### src/rtl/multi_channel_accumulator.sv
// rtl/multi_channel_accumulator.sv - NUM_CH independent WIDTH-bit accumulators with per-op ALU and prime-on-first-use
//
// Purpose:
//   Each channel holds an accumulator and a two-state FSM (IDLE_PRIMED / ACTIVE).
//   The first non-CLEAR op on a primed channel loads in_d. Later ops apply the
//   selected ALU function. Results are registered with a one-cycle latency.
//
// Optional feature macro: ACC_ARITH_EN
//   When it is defined, ADD/SUB are built and out_carry is live.
//   When it is undefined, ADD/SUB on an ACTIVE channel are NOPs and out_carry is 0.
//
// Ports:
//   clk       - rising-edge clock
//   preset_n  - asynchronous active-low reset
//   in_valid  - transaction strobe (always accepted, no back-pressure)
//   in_op     - opcode: NAND AND OR XOR ADD SUB LOAD CLEAR (0..7)
//   in_ch     - target channel; values >= NUM_CH are ignored
//   in_d      - operand
//   out_valid - one-cycle pulse carrying the result of the last accepted op
//   out_ch    - channel of out_acc
//   out_acc   - new accumulator value
//   out_zero  - out_acc == 0
//   out_carry - ADD carry-out / SUB borrow
//   rd_ch     - combinational read select
//   rd_acc    - acc[rd_ch], or 0 when rd_ch >= NUM_CH
module multi_channel_accumulator #(
  parameter int WIDTH  = 8,
  parameter int NUM_CH = 4,
  parameter int CH_W   = 2
) (
  input  logic             clk,
  input  logic             preset_n,
  input  logic             in_valid,
  input  logic [2:0]       in_op,
  input  logic [CH_W-1:0]  in_ch,
  input  logic [WIDTH-1:0] in_d,
  output logic             out_valid,
  output logic [CH_W-1:0]  out_ch,
  output logic [WIDTH-1:0] out_acc,
  output logic             out_zero,
  output logic             out_carry,
  input  logic [CH_W-1:0]  rd_ch,
  output logic [WIDTH-1:0] rd_acc
);

  typedef enum logic {
    IDLE_PRIMED = 1'b0,
    ACTIVE      = 1'b1
  } ch_state_e;

  localparam logic [2:0] OP_NAND  = 3'd0;
  localparam logic [2:0] OP_AND   = 3'd1;
  localparam logic [2:0] OP_OR    = 3'd2;
  localparam logic [2:0] OP_XOR   = 3'd3;
  localparam logic [2:0] OP_ADD   = 3'd4;
  localparam logic [2:0] OP_SUB   = 3'd5;
  localparam logic [2:0] OP_LOAD  = 3'd6;
  localparam logic [2:0] OP_CLEAR = 3'd7;

  localparam logic [CH_W:0] NUM_CH_L = (CH_W+1)'(NUM_CH);

  logic [WIDTH-1:0] acc_q   [NUM_CH];
  logic [WIDTH-1:0] acc_d   [NUM_CH];
  ch_state_e        state_q [NUM_CH];
  ch_state_e        state_d [NUM_CH];

  logic             out_valid_q, out_valid_d;
  logic [CH_W-1:0]  out_ch_q,    out_ch_d;
  logic [WIDTH-1:0] out_acc_q,   out_acc_d;
  logic             out_carry_q, out_carry_d;

  logic             accept;
  logic [WIDTH-1:0] cur_a;
  logic             cur_primed;
  logic [WIDTH-1:0] alu_res;
  logic             alu_carry;
  ch_state_e        next_state;

  // Channel numbers beyond NUM_CH fall in the CH_W range but have no storage.
  assign accept = in_valid && ({1'b0, in_ch} < NUM_CH_L);

  // The select mux uses a loop so that in_ch >= NUM_CH never indexes past the array.
  always_comb begin
    cur_a      = '0;
    cur_primed = 1'b0;
    for (int i = 0; i < NUM_CH; i++) begin
      if (in_ch == CH_W'(i)) begin
        cur_a      = acc_q[i];
        cur_primed = (state_q[i] == IDLE_PRIMED);
      end
    end
  end

  always_comb begin
    alu_res   = cur_a;
    alu_carry = 1'b0;
    case (in_op)
      OP_NAND:  alu_res = ~(cur_a & in_d);
      OP_AND:   alu_res = cur_a & in_d;
      OP_OR:    alu_res = cur_a | in_d;
      OP_XOR:   alu_res = cur_a ^ in_d;
`ifdef ACC_ARITH_EN
      OP_ADD:   {alu_carry, alu_res} = {1'b0, cur_a} + {1'b0, in_d};
      // A wrap-around below zero sets the extra top bit, which is the borrow.
      OP_SUB:   {alu_carry, alu_res} = {1'b0, cur_a} - {1'b0, in_d};
`else
      OP_ADD:   alu_res = cur_a;
      OP_SUB:   alu_res = cur_a;
`endif
      OP_LOAD:  alu_res = in_d;
      OP_CLEAR: alu_res = '0;
      default:  alu_res = cur_a;
    endcase
  end

  // Per-channel FSM next state plus the result that is written back.
  always_comb begin
    next_state  = ACTIVE;
    out_acc_d   = alu_res;
    out_carry_d = alu_carry;
    if (in_op == OP_CLEAR) begin
      next_state  = IDLE_PRIMED;
      out_acc_d   = '0;
      out_carry_d = 1'b0;
    end else if (cur_primed) begin
      out_acc_d   = in_d;
      out_carry_d = 1'b0;
    end
  end

  always_comb begin
    for (int i = 0; i < NUM_CH; i++) begin
      acc_d[i]   = acc_q[i];
      state_d[i] = state_q[i];
    end
    out_valid_d = accept;
    out_ch_d    = out_ch_q;
    if (accept) begin
      out_ch_d = in_ch;
      for (int i = 0; i < NUM_CH; i++) begin
        if (in_ch == CH_W'(i)) begin
          acc_d[i]   = out_acc_d;
          state_d[i] = next_state;
        end
      end
    end
  end

  always_ff @(posedge clk or negedge preset_n) begin
    if (!preset_n) begin
      for (int i = 0; i < NUM_CH; i++) begin
        acc_q[i]   <= '0;
        state_q[i] <= IDLE_PRIMED;
      end
      out_valid_q <= 1'b0;
      out_ch_q    <= '0;
      out_acc_q   <= '0;
      out_carry_q <= 1'b0;
    end else begin
      for (int i = 0; i < NUM_CH; i++) begin
        acc_q[i]   <= acc_d[i];
        state_q[i] <= state_d[i];
      end
      out_valid_q <= out_valid_d;
      out_ch_q    <= out_ch_d;
      if (accept) begin
        out_acc_q   <= out_acc_d;
        out_carry_q <= out_carry_d;
      end
    end
  end

  always_comb begin
    rd_acc = '0;
    for (int i = 0; i < NUM_CH; i++) begin
      if (rd_ch == CH_W'(i)) rd_acc = acc_q[i];
    end
  end

  assign out_valid = out_valid_q;
  assign out_ch    = out_ch_q;
  assign out_acc   = out_acc_q;
  assign out_zero  = (out_acc_q == '0);
  assign out_carry = out_carry_q;

endmodule

### config.mk
export PLATFORM = sky130hd
export DESIGN_NAME = multi_channel_accumulator
export DESIGN_NICKNAME = d
export VERILOG_FILES = /design/src/rtl/multi_channel_accumulator.sv
export SDC_FILE = /design/constraint.sdc
export NUM_CORES = 1
export LEC_CHECK = 0
export ABC_AREA = 1
export CAP_MARGIN = 20
export CORE_ASPECT_RATIO = 1.5
export CORE_MARGIN = 3
export CORE_UTILIZATION = 35
export DETAILED_ROUTE_END_ITERATION = 8
export DONT_BUFFER_PORTS = 1
export GPL_TIMING_DRIVEN = 1
export SYNTH_ARGS = -nofsm -noshare
export SYNTH_HDL_FRONTEND = slang
export SYNTH_SLANG_ARGS = --single-unit
### constraint.sdc
create_clock -name clk -period 4.2 [get_ports clk]
set_input_delay 0.42 -clock clk [delete_from_list [all_inputs] [get_ports clk]]
set_output_delay 0.42 -clock clk [all_outputs]
set_load 0.02 [all_outputs]
Word level (Yosys, flattened, before mapping)
Cells that the tools add are included.
- equality and inequality tests: 13
- mux-type cells: 16
- bitwise gates (word level): 8
- reduce and logical (&&, ||, !) cells: 9
- operators with widths (operator ; number):
    8-bit two-way mux ; 10
    8-bit case mux with 6 select lines ; 1
    3-bit equality test, second input constant ; 4
    8-bit AND ; 1
    2-bit equality test, second input constant ; 4
    8-bit zero test ; 1
    8-bit inverter ; 1
    8-bit OR ; 1
    2-bit AND reduction ; 4
    8-bit bitwise XOR ; 1
    3-bit by 2-bit equality test with 1-bit output, second input constant ; 2
    1-bit two-way mux ; 5
    2-bit by 1-bit equality test with 1-bit output, second input constant ; 2
    2-bit zero test ; 2
    1-bit inverter ; 4
    3-bit by 1-bit equality test with 1-bit output, second input constant ; 1
    3-bit zero test ; 1
    2-bit OR reduction ; 1
- register bits after elaboration: 47
- input bits: 18
- output and inout port bits: 21
- logic and storage cells: 57

Longest topological paths before layout
- depth after elaboration: 10
- mapped depth: 16
- gate-level depth less buffers: 16

Least setup slack after synthesis
OpenSTA, ideal clock, no wires.
- path type: input to output
- start point: input port rd_ch[0]
- end point: output port rd_acc[2]
- data arrival time: 1.415 ns
- setup slack: 2.365 ns
- stages: 5
- buffers on the path: 1
- path through: clkbuf_1 > nand2_1 > inv_1 > a221oi_1 > a21oi_1
- longest elaborated chain between the ends: 5
- elaborated cells on any way between the ends: 8
- classes of those cells: eq/ne: 3; mux: 4; reduce/logical: 1
- ends and longest elaborated chain (what ; line ; source):
    from (decl) ; 42 ; input logic [CH_W-1:0] rd_ch,
    2-bit zero test ; 176 ; if (rd_ch == CH_W'(i)) rd_acc = acc_q[i];
    8-bit two-way mux (3 in series) ; 176 ;
    8-bit two-way mux (*) ; 176 ;
    to (decl) ; 43 ; output logic [WIDTH-1:0] rd_acc
Mark *: on every way between the ends. The rest lies on a longest branch, timed or not.

Final worst setup path
- start point: input port rd_ch[1]
- end point: output port rd_acc[7]
Same word-level chain as after synthesis.

==> flow_summary.json <==
{
  "status": "complete, no violations",
  "synth_top_area_cell": "dfrtp_1",
  "place_inst": 591,
  "gp_congestion": 0.891,
  "p_per_area_mw_per_mm2": 435,
  "numCtsBuffers": 5,
  "drive_gt1_share_pct": 6.31,
  "crit_family": "compound AO/OA/AOI/OAI gates",
  "dpl-instance-area_mm2": 0.00333,
  "n_fill_cell": 959,
  "relSlewSlack_pct": 35.6,
  "drt_iter0_markers": 210,
  "ys_ff_latch": 47,
  "die_h_um": 125,
  "fin_crit_ns": 2.09,
  "critPathKind": "primary input to output port",
  "instances_no_fill": 601,
  "antenna_found_initial": 0,
  "grt_first_pass_wirelength_um": 16300,
  "fp.dieW_um": 85.0,
  "ys_warn_count": 0,
  "slew_violations": 0,
  "setup-tns-final_ns": 0,
  "worst_setup_path_end_kind": "output port",
  "grt_use_total_pct": 19.4,
  "coreArea_mm2": 0.00899,
  "yosys.area.top_type_share_pct": 35.9,
  "dp_hpwl_um": 7650,
  "hp-class": "primary input to flip-flop",
  "mappedNetlistArea_mm2": 0.00328,
  "setup_violations": 0,
  "yosysUniqueCellTypes": 28,
  "grt.overflow.total": 0,
  "syn-num-nets": 528,
  "hold_viol": 0,
  "worst_pin_slew_ns": 0.962,
  "worstPathMaxFanout": 8,
  "clock.fmax_ghz": 0.479,
  "final_area_mm2": 0.00354,
  "syn2layout_area_growth_pct": 8.09,
  "crit_required_ns": 3.78,
  "cp_slowest_cell": "nor2_1",
  "cp.buffers_inverters": 1,
  "grt_pass1_vias": 3252,
  "clock_latency_ns": 0.29,
  "finalNetCount": 523,
  "htree_num_levels": 2,
  "synth_area_leaders": "dfrtp_1, nand2_1, nand3_1",
  "route.detailed.drc": 0,
  "total_power_mw": 1.54,
  "leakage_nw": 1.92,
  "drt-pass1-iter-count": 4,
  "multiInputGateArea_mm2": 0.00178,
  "diodes": 0,
  "seqCellArea_mm2": 0.00118,
  "maxCapViolations": 0,
  "preCtsSetupSlack_ns": 2.11,
  "wl_per_cell_um": 16.6,
  "peakVddDrop_uv": 283,
  "vias": 3139,
  "drt-total-wl_um": 9970,
  "yosysSeqAreaShare_pct": 35.9,
  "row_count": 42,
  "rsz0062_at_grt": "false",
  "async_flop_share_pct": 100,
  "synth_edf_count": 0,
  "fin_ws_ns": 2.11,
  "slowest_delay_ns": 0.51,
  "cp.arrival_ns": 1.67,
  "drtAntennaViolNets": 0,
  "synthCells": 495,
  "initial_utilization_pct": 36.5,
  "io_buffers": 0,
  "path_clk_slew_ns": 0.06,
  "cp_cell_sequence": "inv_1 > nor2_1 > a221oi_1 > a21oi_1",
  "clk_path_buf_depth": 2,
  "cts_root_buf": "clkbuf_16",
  "grt_max_degree": 48,
  "synth.avg_cell_area_um2": 6.63,
  "cts_sinks": 47,
  "synth_ff_type": "dfrtp_1",
  "skew_ns": 0.00488,
  "ctsResizeCount": 0,
  "viasPerCell": 5.22,
  "fin_crit_sh_pct": 49.7,
  "cts_tree": "built",
  "pin_count": 39,
  "cp-start-kind": "primary input",
  "die_area_mm2": 0.0106
}
[layer usage]
metal	wire (um)	share of wire [%]	global-route usage, %	vias up
li1	-	-	-	1559
met1	3900	39	21.6	1467
met2	5170	52	34.5	100
met3	679	6.8	4.90	13
met4	212	2.1	7.83	0
met5	0	0	0	-
[final timing paths]
path	startpoint	end	slack, ns	cells after the start
max	rd_ch[1]	rd_acc[7]	2.11	4
max in group asynchronous	preset_n	acc_q[20]	3.34	2
min	in_valid	out_valid	0.15	0
max reg2reg	acc_q[17]	out_acc[1]	2.30	14
min in group asynchronous	preset_n	state_q[1]	0.64	2
min reg2reg	acc_q[17]	acc_q[17]	0.48	2
[sequential cells by signal, indices dropped and copies added (netlist names)]
register and count:
acc_q 32, out_ch 2, state_q 4, out_acc 8
out_valid 1
[kinds of logic after synthesis]
kind of cell               synth area share (%)
adders and majority gates                  5.72
other                                     0.114
and+or+nand+nor                            44.3
buffers and inverters                      9.77
DFF                                        35.9
AOI/OAI and AO/OA                          4.20
[per-stage QoR]
step / hold WS (ns) / utilization, %
after global placement: 0.127 / 37.1
final: 0.153 / 39.4
after CTS: 0.149 / 39.4
after floorplan: 0.124 / -
after detailed placement: 0.126 / 37.1
after global routing: 0.147 / 39.4
[where the power goes]
group	internal [mW]	switching (mW)	total (mW)
Combinational	0.133	0.280	0.413
Clock	0.296	0.174	0.470
Sequential	0.551	0.108	0.658
Total	0.980	0.562	1.54
[layout by cell type, fill, tap and decap left out, types with 2 or more instances in the layout]
cell	n
a221oi_1	3
inv_2	5
nor2_1	21
nor2_2	4
nor3_1	2
ha_1	15
nand2_2	8
nand3b_1	2
nand3_2	2
buf_4	2
a21oi_1	6
o22ai_1	2
nand4_1	17
o21ai_0	10
clkbuf_16	5
o21ai_1	2
dfrtp_1	47
nand2_1	205
inv_1	53
nand3_1	69
[timing repair]
action / in CTS / in global routing
hold endpoints to repair: 47 / 0
hold buffers: 2 / 0
buffers inserted: 0 / 0
[cell type report]
| type | count | area share (%) |
|---|---|---|
| Timing Repair Buffer | 4 | 1.48 |
| Sequential cell | 47 | 33.2 |
| Clock buffer | 6 | 3.92 |
| Clock inverter | 2 | 0.988 |
| Multi-Input combinational cell | 373 | 50.3 |
| Inverter | 59 | 6.25 |
| Tap cell | 110 | 3.88 |
[synthesized netlist by cell type (3+ instances only)]
cell type  count
nand2_1      205
nand3_1       69
inv_1         53
dfrtp_1       47
nor2_1        21
nand4_1       17
ha_1          15
o21ai_0       10
nand2_2        8
a21oi_1        6
buf_4          5
clkbuf_1       5
inv_2          5
buf_2          4
nor2_2         4
a221oi_1       3
(Power assumes the default switching activity.)
